$ cat config.mk
export PLATFORM = sky130hd
export DESIGN_NAME = sprite_scheduler_flat
export DESIGN_NICKNAME = d
export VERILOG_FILES = /design/src/rtl/sprite_sched_pkg.sv /design/src/rtl/sprite_scheduler_if.sv /design/src/rtl/frame_tick_gen.sv /design/src/rtl/sprite_scheduler.sv /design/src/flat_wrapper.sv
export SDC_FILE = /design/constraint.sdc
export NUM_CORES = 1
export LEC_CHECK = 0
export CAP_MARGIN = 20
export CORE_ASPECT_RATIO = 1.5
export CORE_MARGIN = 4
export CORE_UTILIZATION = 45
export CTS_CLUSTER_DIAMETER = 80
export DETAILED_ROUTE_END_ITERATION = 7
export DONT_BUFFER_PORTS = 1
export RECOVER_POWER = 25
export SETUP_SLACK_MARGIN = 0.1
export SLEW_MARGIN = 20
export SYNTH_ARGS = -nofsm -noshare
export SYNTH_HDL_FRONTEND = slang
export SYNTH_HIERARCHICAL = 1
export SYNTH_SLANG_ARGS = --single-unit
$ cat constraint.sdc
create_clock -name clk -period 6 [get_ports clk]
set_clock_uncertainty 0.05 [all_clocks]
set_input_delay 1.2 -clock clk [delete_from_list [all_inputs] [get_ports clk]]
set_output_delay 1.2 -clock clk [all_outputs]
set_load 0.05 [all_outputs]
$ cat src/rtl/sprite_sched_pkg.sv
// Shared state encoding, pixel field widths and the mask-search helper
// used by the sprite scheduler.
package sprite_sched_pkg;

    localparam int X_W         = 9;
    localparam int Y_W         = 8;
    localparam int C_W         = 3;
    localparam int MAX_SPRITES = 8;

    typedef enum logic [2:0] {
        IDLE,
        ERASE,
        GAP,
        DRAW,
        NEXT
    } sched_state_e;

    // Lowest set mask bit at or above start; bit 3 of the result flags a hit.
    function automatic logic [3:0] next_set_bit(input logic [MAX_SPRITES-1:0] mask,
                                                input int start);
        logic [3:0] res;
        res = '0;
        for (int i = MAX_SPRITES - 1; i >= 0; i--) begin
            if (mask[i] && (i >= start)) begin
                res = {1'b1, 3'(i)};
            end
        end
        return res;
    endfunction

endpackage

$ cat src/rtl/sprite_scheduler_if.sv
// Sprite engine / VGA port bundle between the scheduler (slave) and the
// sprite engines plus VGA writer (master).
interface sprite_scheduler_if #(
    parameter int NUM_SPRITES = 4
);
    import sprite_sched_pkg::*;

    logic [NUM_SPRITES-1:0]     enable;
    logic [NUM_SPRITES-1:0]     finish;
    logic [X_W*NUM_SPRITES-1:0] sprite_x;
    logic [Y_W*NUM_SPRITES-1:0] sprite_y;
    logic [C_W*NUM_SPRITES-1:0] sprite_colour;

    logic [NUM_SPRITES-1:0]     draw_signal;
    logic [NUM_SPRITES-1:0]     erase_signal;
    logic [X_W-1:0]             x;
    logic [Y_W-1:0]             y;
    logic [C_W-1:0]             colour;
    logic                       plot;
    logic                       frame_done;
    logic                       timeout_err;
    logic                       overrun;

    modport master (
        output enable, finish, sprite_x, sprite_y, sprite_colour,
        input  draw_signal, erase_signal, x, y, colour, plot,
               frame_done, timeout_err, overrun
    );

    modport slave (
        input  enable, finish, sprite_x, sprite_y, sprite_colour,
        output draw_signal, erase_signal, x, y, colour, plot,
               frame_done, timeout_err, overrun
    );

endinterface

$ cat src/rtl/frame_tick_gen.sv
// Free-running frame counter: counts 0..FRAME_CYCLES-1 and flags the wrap
// cycle with a single-cycle tick.
module frame_tick_gen #(
    parameter int FRAME_CYCLES = 833333
) (
    input  logic clk,
    input  logic reset,
    output logic tick
);

    localparam int CNT_W = (FRAME_CYCLES > 1) ? $clog2(FRAME_CYCLES) : 1;
    localparam logic [CNT_W-1:0] LAST = CNT_W'(FRAME_CYCLES - 1);

    logic [CNT_W-1:0] count_q;
    logic [CNT_W-1:0] count_d;

    always_comb begin
        tick    = (count_q == LAST);
        count_d = tick ? '0 : count_q + 1'b1;
    end

    always_ff @(posedge clk or negedge reset) begin
        if (!reset) begin
            count_q <= '0;
        end else begin
            count_q <= count_d;
        end
    end

endmodule

$ cat src/rtl/sprite_scheduler.sv
// Time-multiplexes one VGA write port across several sprite engines: once per
// frame tick every enabled sprite gets an erase phase then a draw phase.
module sprite_scheduler
    import sprite_sched_pkg::*;
#(
    parameter int NUM_SPRITES  = 4,
    parameter int FRAME_CYCLES = 833333,
    parameter int TIMEOUT      = 63
) (
    input  logic clk,
    input  logic reset,
    sprite_scheduler_if.slave bus
);

    localparam int IDX_W = (NUM_SPRITES > 1) ? $clog2(NUM_SPRITES) : 1;
    localparam int WD_W  = $clog2(TIMEOUT + 1);
    localparam logic [WD_W-1:0] WD_LIMIT = WD_W'(TIMEOUT);

    sched_state_e           state_q, state_d;
    logic [IDX_W-1:0]       idx_q, idx_d;
    logic [NUM_SPRITES-1:0] mask_q, mask_d;
    logic [WD_W-1:0]        watchdog_q, watchdog_d, watchdog_inc;
    logic [NUM_SPRITES-1:0] draw_q, draw_d;
    logic [NUM_SPRITES-1:0] erase_q, erase_d;
    logic                   plot_q, plot_d;
    logic                   frame_done_q, frame_done_d;
    logic                   timeout_err_q, timeout_err_d;
    logic                   overrun_q, overrun_d;

    logic                   tick;
    logic                   granted_finish;
    logic                   phase_timeout;
    logic [MAX_SPRITES-1:0] search_mask;
    logic [3:0]             hit;

    frame_tick_gen #(
        .FRAME_CYCLES(FRAME_CYCLES)
    ) u_frame_tick_gen (
        .clk  (clk),
        .reset(reset),
        .tick (tick)
    );

    always_comb begin
        state_d        = state_q;
        idx_d          = idx_q;
        mask_d         = mask_q;
        watchdog_d     = watchdog_q;
        frame_done_d   = 1'b0;
        timeout_err_d  = timeout_err_q;
        search_mask    = '0;
        hit            = '0;
        watchdog_inc   = watchdog_q + 1'b1;
        granted_finish = bus.finish[idx_q];
        phase_timeout  = (watchdog_inc == WD_LIMIT);
        // A tick that lands mid-frame is dropped; only the sticky flag records it.
        overrun_d      = overrun_q | (tick && (state_q != IDLE));

        case (state_q)
            IDLE: begin
                watchdog_d = '0;
                if (tick) begin
                    if (|bus.enable) begin
                        search_mask[NUM_SPRITES-1:0] = bus.enable;
                        hit     = next_set_bit(search_mask, 0);
                        mask_d  = bus.enable;
                        idx_d   = IDX_W'(hit[2:0]);
                        state_d = ERASE;
                    end else begin
                        frame_done_d = 1'b1;
                    end
                end
            end
            ERASE, DRAW: begin
                watchdog_d = watchdog_inc;
                // Finish wins over a coincident timeout, so no error in that case.
                if (granted_finish || phase_timeout) begin
                    state_d       = (state_q == ERASE) ? GAP : NEXT;
                    timeout_err_d = timeout_err_q | ~granted_finish;
                end
            end
            GAP: begin
                watchdog_d = '0;
                state_d    = DRAW;
            end
            NEXT: begin
                watchdog_d = '0;
                search_mask[NUM_SPRITES-1:0] = mask_q;
                hit = next_set_bit(search_mask, int'(idx_q) + 1);
                if (hit[3]) begin
                    idx_d   = IDX_W'(hit[2:0]);
                    state_d = ERASE;
                end else begin
                    frame_done_d = 1'b1;
                    state_d      = IDLE;
                end
            end
            default: begin
                state_d = IDLE;
            end
        endcase

        erase_d = (state_d == ERASE) ? (NUM_SPRITES'(1) << idx_d) : '0;
        draw_d  = (state_d == DRAW)  ? (NUM_SPRITES'(1) << idx_d) : '0;
        plot_d  = (state_d == ERASE) || (state_d == DRAW);
    end

    always_ff @(posedge clk or negedge reset) begin
        if (!reset) begin
            state_q       <= IDLE;
            idx_q         <= '0;
            mask_q        <= '0;
            watchdog_q    <= '0;
            draw_q        <= '0;
            erase_q       <= '0;
            plot_q        <= 1'b0;
            frame_done_q  <= 1'b0;
            timeout_err_q <= 1'b0;
            overrun_q     <= 1'b0;
        end else begin
            state_q       <= state_d;
            idx_q         <= idx_d;
            mask_q        <= mask_d;
            watchdog_q    <= watchdog_d;
            draw_q        <= draw_d;
            erase_q       <= erase_d;
            plot_q        <= plot_d;
            frame_done_q  <= frame_done_d;
            timeout_err_q <= timeout_err_d;
            overrun_q     <= overrun_d;
        end
    end

    always_comb begin
        bus.x      = '0;
        bus.y      = '0;
        bus.colour = '0;
        if (plot_q) begin
            bus.x      = bus.sprite_x[int'(idx_q)*X_W +: X_W];
            bus.y      = bus.sprite_y[int'(idx_q)*Y_W +: Y_W];
            bus.colour = bus.sprite_colour[int'(idx_q)*C_W +: C_W];
        end
    end

    assign bus.draw_signal  = draw_q;
    assign bus.erase_signal = erase_q;
    assign bus.plot         = plot_q;
    assign bus.frame_done   = frame_done_q;
    assign bus.timeout_err  = timeout_err_q;
    assign bus.overrun      = overrun_q;

endmodule

$ cat src/flat_wrapper.sv
// flat-port wrapper written by rule: the top's interface ports become plain ports
module sprite_scheduler_flat import sprite_sched_pkg::*;
#(
    parameter int NUM_SPRITES  = 4,
    parameter int FRAME_CYCLES = 833333,
    parameter int TIMEOUT      = 63
)
  (clk, reset, bus_enable, bus_finish, bus_sprite_x, bus_sprite_y, bus_sprite_colour, bus_draw_signal, bus_erase_signal, bus_x, bus_y, bus_colour, bus_plot, bus_frame_done, bus_timeout_err, bus_overrun);
  sprite_scheduler_if #(.NUM_SPRITES(NUM_SPRITES)) bus_i ();
  input  logic clk;
  input  logic reset;
  input wire logic [$bits(bus_i.enable)-1:0] bus_enable;
  input wire logic [$bits(bus_i.finish)-1:0] bus_finish;
  input wire logic [$bits(bus_i.sprite_x)-1:0] bus_sprite_x;
  input wire logic [$bits(bus_i.sprite_y)-1:0] bus_sprite_y;
  input wire logic [$bits(bus_i.sprite_colour)-1:0] bus_sprite_colour;
  output wire logic [$bits(bus_i.draw_signal)-1:0] bus_draw_signal;
  output wire logic [$bits(bus_i.erase_signal)-1:0] bus_erase_signal;
  output wire logic [$bits(bus_i.x)-1:0] bus_x;
  output wire logic [$bits(bus_i.y)-1:0] bus_y;
  output wire logic [$bits(bus_i.colour)-1:0] bus_colour;
  output wire logic [$bits(bus_i.plot)-1:0] bus_plot;
  output wire logic [$bits(bus_i.frame_done)-1:0] bus_frame_done;
  output wire logic [$bits(bus_i.timeout_err)-1:0] bus_timeout_err;
  output wire logic [$bits(bus_i.overrun)-1:0] bus_overrun;
  assign bus_i.enable = bus_enable;
  assign bus_i.finish = bus_finish;
  assign bus_i.sprite_x = bus_sprite_x;
  assign bus_i.sprite_y = bus_sprite_y;
  assign bus_i.sprite_colour = bus_sprite_colour;
  assign bus_draw_signal = bus_i.draw_signal;
  assign bus_erase_signal = bus_i.erase_signal;
  assign bus_x = bus_i.x;
  assign bus_y = bus_i.y;
  assign bus_colour = bus_i.colour;
  assign bus_plot = bus_i.plot;
  assign bus_frame_done = bus_i.frame_done;
  assign bus_timeout_err = bus_i.timeout_err;
  assign bus_overrun = bus_i.overrun;
  sprite_scheduler #(.NUM_SPRITES(NUM_SPRITES), .FRAME_CYCLES(FRAME_CYCLES), .TIMEOUT(TIMEOUT)) u_core (.clk(clk), .reset(reset), .bus(bus_i));
endmodule
; Yosys cells after proc, flatten, opt, wreduce, memory -nomap -nowiden
; Index checks and enable logic that the tools add are counted.
[classes]
addsub = 3
n_mul = 2
magnitude_cmp = 5
n_eq_ne = 8
shift = 4
muxes = 32
bitwise = 3
n_reduce_logical = 15
[op_table]
columns = cell, count
row1 = ">= comparator 3 x 32 -> 1 bit, first input constant", 2
row2 = variable part select 36 x 32 -> 9 bit, 1
row3 = ">= comparator 1 x 32 -> 1 bit, first input constant", 1
row4 = ">= comparator 2 x 32 -> 1 bit, first input constant", 1
row5 = variable part select 12 x 32 -> 3 bit, 1
row6 = variable part select 32 x 6 -> 8 bit, 1
row7 = two-way mux 4 bit, 7
row8 = "adder 20 x 1 -> 20 bit, second input constant", 1
row9 = "equality test 20 bit, second input constant", 1
row10 = two-way mux 20 bit, 1
row11 = two-way mux 3 bit, 5
row12 = two-way mux 2 bit, 7
row13 = one-hot mux 3 bit (4 select lines), 1
row14 = one-hot mux 6 bit (2 select lines), 1
row15 = "equality test 3 x 2 -> 1 bit, second input constant", 3
row16 = two-way mux 9 bit, 1
row17 = two-way mux 8 bit, 1
row18 = "adder 6 x 1 -> 6 bit, second input constant", 1
row19 = "equality test 3 x 1 -> 1 bit, second input constant", 2
row20 = "equality test 6 bit, second input constant", 1
row21 = "multiplier 2 x 4 -> 6 bit, second input constant", 1
row22 = logical AND 1 bit, 5
row23 = two-way mux 1 bit, 5
row24 = "multiplier 2 x 2 -> 4 bit, second input constant", 1
row25 = 18 further kinds, 20
[totals]
ff_bits = 47
in_bits = 90
output_inout_bits = 32
word_cells = 83

; Logic depth before layout (Yosys ltp)
[logic_depth]
depth_word = 12
mapped_depth = 11
mapped_depth_nobuf = 10

; By module
; Netlist, hierarchy kept.
[by_module_without_submodules]
columns = mod, instances, cells_each, area_per_inst_um2, seq_area_each_um2
row1 = sprite_scheduler, 1, 171, 1986.9, 650.6
row2 = frame_tick_gen, 1, 98, 1027.2, 500.5

; Worst setup path after synthesis
; OpenSTA, ideal clock, no wires.
[synth_timing]
path_type = input to output
start = input port bus_sprite_colour[9]
end = output port bus_colour[0]
t_arrival_ns = 1.962
required_time_ns = 4.750
slack_ns = 2.788
cell_stages = 2
path_buffers = 0
path_cell_list = mux4_2 > and2_1
[synth_between]
elab_chain_cells = 2
[synth_lines]
columns = item, line_no
row1 = start: declaration, flat_wrapper.sv:16  ; input wire logic [$bits(bus_i.sprite_colour)-1:0] bus_sprite_colour;
row2 = variable part select 12 x 32 -> 3 bit, sprite_scheduler.sv:141  ; bus.colour = bus.sprite_colour[int'(idx_q)*C_W +: C_W];
row3 = two-way mux 3 bit, sprite_scheduler.sv:138  ; if (plot_q) begin
row4 = end: declaration, flat_wrapper.sv:21  ; output wire logic [$bits(bus_i.colour)-1:0] bus_colour;
; Every way passes these cells.

; Worst setup path after layout
[layout_timing]
start = register u_core.idx_q[1]
end = output port bus_y[0]
[layout_between]
elab_chain_cells = 2
[layout_lines]
columns = item, line_no
row1 = start: declaration, sprite_scheduler.sv:20  ; logic [IDX_W-1:0] idx_q, idx_d;
row2 = start signal: assignment, sprite_scheduler.sv:122  ; idx_q <= idx_d;
row3 = variable part select 32 x 6 -> 8 bit, sprite_scheduler.sv:140  ; bus.y = bus.sprite_y[int'(idx_q)*Y_W +: Y_W];
row4 = two-way mux 8 bit, sprite_scheduler.sv:138
row5 = end: declaration, flat_wrapper.sv:20  ; output wire logic [$bits(bus_i.y)-1:0] bus_y;
; Every way passes these cells.

==> results.txt <==
TritonRoute pass-1 iters -> 4
normalized max-slew margin -> 34.21%
Crit path arrival time -> 2.20 ns
WL final -> 6.979 mm
post-CTS resize count -> 0
Yosys cell types -> 60
Synth Area in XOR/XNOR -> 5.230%
Yosys top cell area share -> 38.19%
Die Height -> 108.2 um
Starting Density -> 46.47%
Max Slew Vio Count -> 0
Hold Path End -> u_core/watchdog_q[5]$_DFFE_PN0P_
YS warnings -> 6
hold_buf cts -> 0
main combinational cell family by area after synthesis -> simple AND/OR/NAND/NOR gates
most frequent cells in the layout -> dfrtp_1 (46), nor2_1 (21), mux4_2 (21), and2_1 (21), xnor2_1 (13)
cell depth of the worst setup path -> 2
delay-heaviest family, CP -> flip-flops
Worst-Skew Late Latency -> 0.30 ns
clock-pin slew on the worst setup and hold paths -> 0.09 ns
Area growth syn-to-layout -> 3.985%
GRT Total Usage -> 16.81%
cell taking the most area after synthesis -> dfrtp_1
Mapped Cells -> 269
vias in the first global route -> 2104
compound-cell area share of the yosys netlist -> 12.66%
number of DRC markers in iteration 0 -> 85
DP Wirelength -> 5.570 mm
DR DRC count -> 0
Post-DRT Antenna Nets -> 0
layout cells sized above 1 -> 18.94%
Async S/R FF share, synth -> 100.0%
placed cell areas -> 3043 sq um
EDFF count, synth -> 0
commonest non-fill, non-tap cell in the layout -> dfrtp_1
cell with the largest stage delay on the worst path -> dfrtp_1
post-route cell area -> 3134 sq um
FP Rows -> 36
Die X-Extent -> 74.83 um
first-pass GRT wire length -> 10.16 mm
FF+latch area -> 1151 sq um
cells along the critical path -> mux4_2, and2_1
clock buffer depth -> 2
nature of the critical path endpoint -> output pin
GP Congestion -> 0.8605
max cap viols -> 0
Synth Area per Inst -> 11.20 sq um
num ports -> 122
post-synthesis mux area share -> 16.44%
top_reg_cell synth -> dfrtp_1
Avg WL per Cell -> 20.53 um
f_max -> 289.9 MHz
non-filler instance count after layout -> 340
buffers and inverters on the worst path -> 0
Post-Synth Simple-Gate Area -> 21.96%
register area share after synthesis -> 38.19%
largest net degree at the start of global routing -> 47
final hold vios -> 0
synthesized-area fraction occupied by adder cells -> 1.660%
Hold Crit Class -> reg -> reg
Total Neg Setup Slack -> 0 ns
die footprint -> 8099 sq um
initial antenna violation count -> 1
r2r worst-path depth -> 10
Hold Crit Depth -> 1
Critical Setup Path Class -> reg -> out
crit-path max FO -> 28
DR vias/cell -> 6.126
Clock Sinks -> 46
area occupied by multi-input gates -> 1747 sq um
reg2reg end -> u_core/bus.erase_signal[0]$_DFF_PN0_
Syn Std Cell Area -> 3014 sq um
core area -> 6486 sq um
Pwr Density -> 333.3 nW/um^2
H-tree Lvls -> 2
Synth Register Bits -> 46
Fillers -> 594
diode count -> 0
final setup vio count -> 0
number of post-CTS setup repair buffers -> 0
crit-path max cell delay -> 1.00 ns
Worst R2R Start -> u_core/u_frame_tick_gen/count_q[0]$_DFF_PN0_
crit path time final -> 3.449 ns
Pleak -> 1.202 nW
Via Count -> 2083
final net count -> 357
Clock Root Buffer -> clkbuf_8
Peak VDD IR -> 148.5 uV
Tcrit/Tclk final -> 57.49%
CP startpoint kind -> flip-flop
RSZ-0062 raised after global routing -> no
Cells after DPL -> 332
CTS tree -> yes
measured slew at the worst slew-check pin -> 0.9869 ns
Post-Syn Nets -> 363
outcome -> finished, final reports clean
Area contributors post-synth -> dfrtp_1 (38%), mux4_2 (16%), and2_1 (4.4%), xnor2_1 (3.8%), nor2_1 (2.6%)
IO Port Bufs -> 0
CTS Buf Count -> 5
final hold slack -> 0.4406 ns
Worst EP required -> 4.75 ns
hold_sp -> u_core/watchdog_q[5]$_DFFE_PN0P_
grt ovf -> 0
R2R Setup Slk -> 2.90 ns
## final cells by class
type,instances,share of cell area [%]
multi-input combinational,199,55.73
timing repair buffer,1,0.2395
inverter,10,1.357
tap,76,3.034
sequential,46,36.73
clock inverter,1,0.1597
clock buffer,7,2.754
## per-layer routing
layer | global-route usage, % | part of all wire, % | wire, um
met3 | 7.907 | 14 | 976
met1 | 15.74 | 32 | 2222
met2 | 31.42 | 53 | 3676
met4 | 4.580 | 1.2 | 84
met5 | 0 | 0.29 | 20
## stage by stage
stage,utilization [%],power (mW),setup WS (ns)
6_report,48.32,1.045,2.551
4_1_cts,48.32,1.054,2.577
3_3_place_gp,46.91,0.8508,2.732
2_1_floorplan,-,0.8116,2.788
3_5_place_dp,46.91,0.8568,2.738
5_1_grt,48.32,1.099,2.482
## state kept, by name (all words and copies together), names as in the netlist
name and cells:
u_core/bus.overrun 1, u_core/mask_q 3, u_core/bus.erase_signal 4, u_core/bus.draw_signal 4, u_core/idx_q 2, u_core/watchdog_q 6, u_core/u_frame_tick_gen/count_q 20, u_core/state_q 3
u_core/bus.timeout_err 1, u_core/bus.plot 1, u_core/bus.frame_done 1
## cell usage after synthesis (2+ instances only)
cell and count:
dfrtp_1 46, and2_1 21, mux4_2 21, nor2_1 21, xnor2_1 13, nand2_1 12, nand3_1 11, inv_1 9
nand4_1 8, clkbuf_1 7, o21ai_0 7, buf_2 5, nor2b_1 5, xor2_1 5, and3_1 4, ha_1 4
nand2b_1 4, nor4_1 4, o31ai_1 4, nor3_1 3, nor3_2 3, o22ai_1 3, o41ai_1 3, a2111oi_2 2
a211oi_1 2, a21oi_1 2, a221oi_1 2, buf_6 2, mux2_2 2, nor3b_1 2, o2111ai_1 2, o21a_1 2
## how the worst max path moves through the flow
stage                                    startpoint             to
after floorplan                bus_sprite_colour[9]  bus_colour[0]
after global placement             bus_sprite_y[28]       bus_y[4]
after detailed placement           bus_sprite_y[28]       bus_y[4]
after CTS                 u_core/idx_q[1]$_DFF_PN0_       bus_y[4]
after global routing      u_core/idx_q[1]$_DFF_PN0_       bus_y[4]
final                     u_core/idx_q[1]$_DFF_PN0_       bus_y[0]
## power breakdown
part | internal, mW | total [mW] | switching (mW)
Combinational | 0.119 | 0.416 | 0.297
Clock | 0.0931 | 0.196 | 0.103
Sequential | 0.337 | 0.433 | 0.0954
Total | 0.549 | 1.04 | 0.495
## kinds of logic (layout without fill, tap and decap cells)
| group | Yosys count | count (layout) |
|---|---|---|
| AOI/OAI and AO/OA | 44 | 44 |
| muxes | 23 | 23 |
| and+or+nand+nor | 110 | 110 |
| DFF | 46 | 46 |
| buffers and inverters | 24 | 19 |
| xor gates and xnor gates | 18 | 18 |
| adders and majority gates | 4 | 4 |
(Power assumes the default switching activity.)
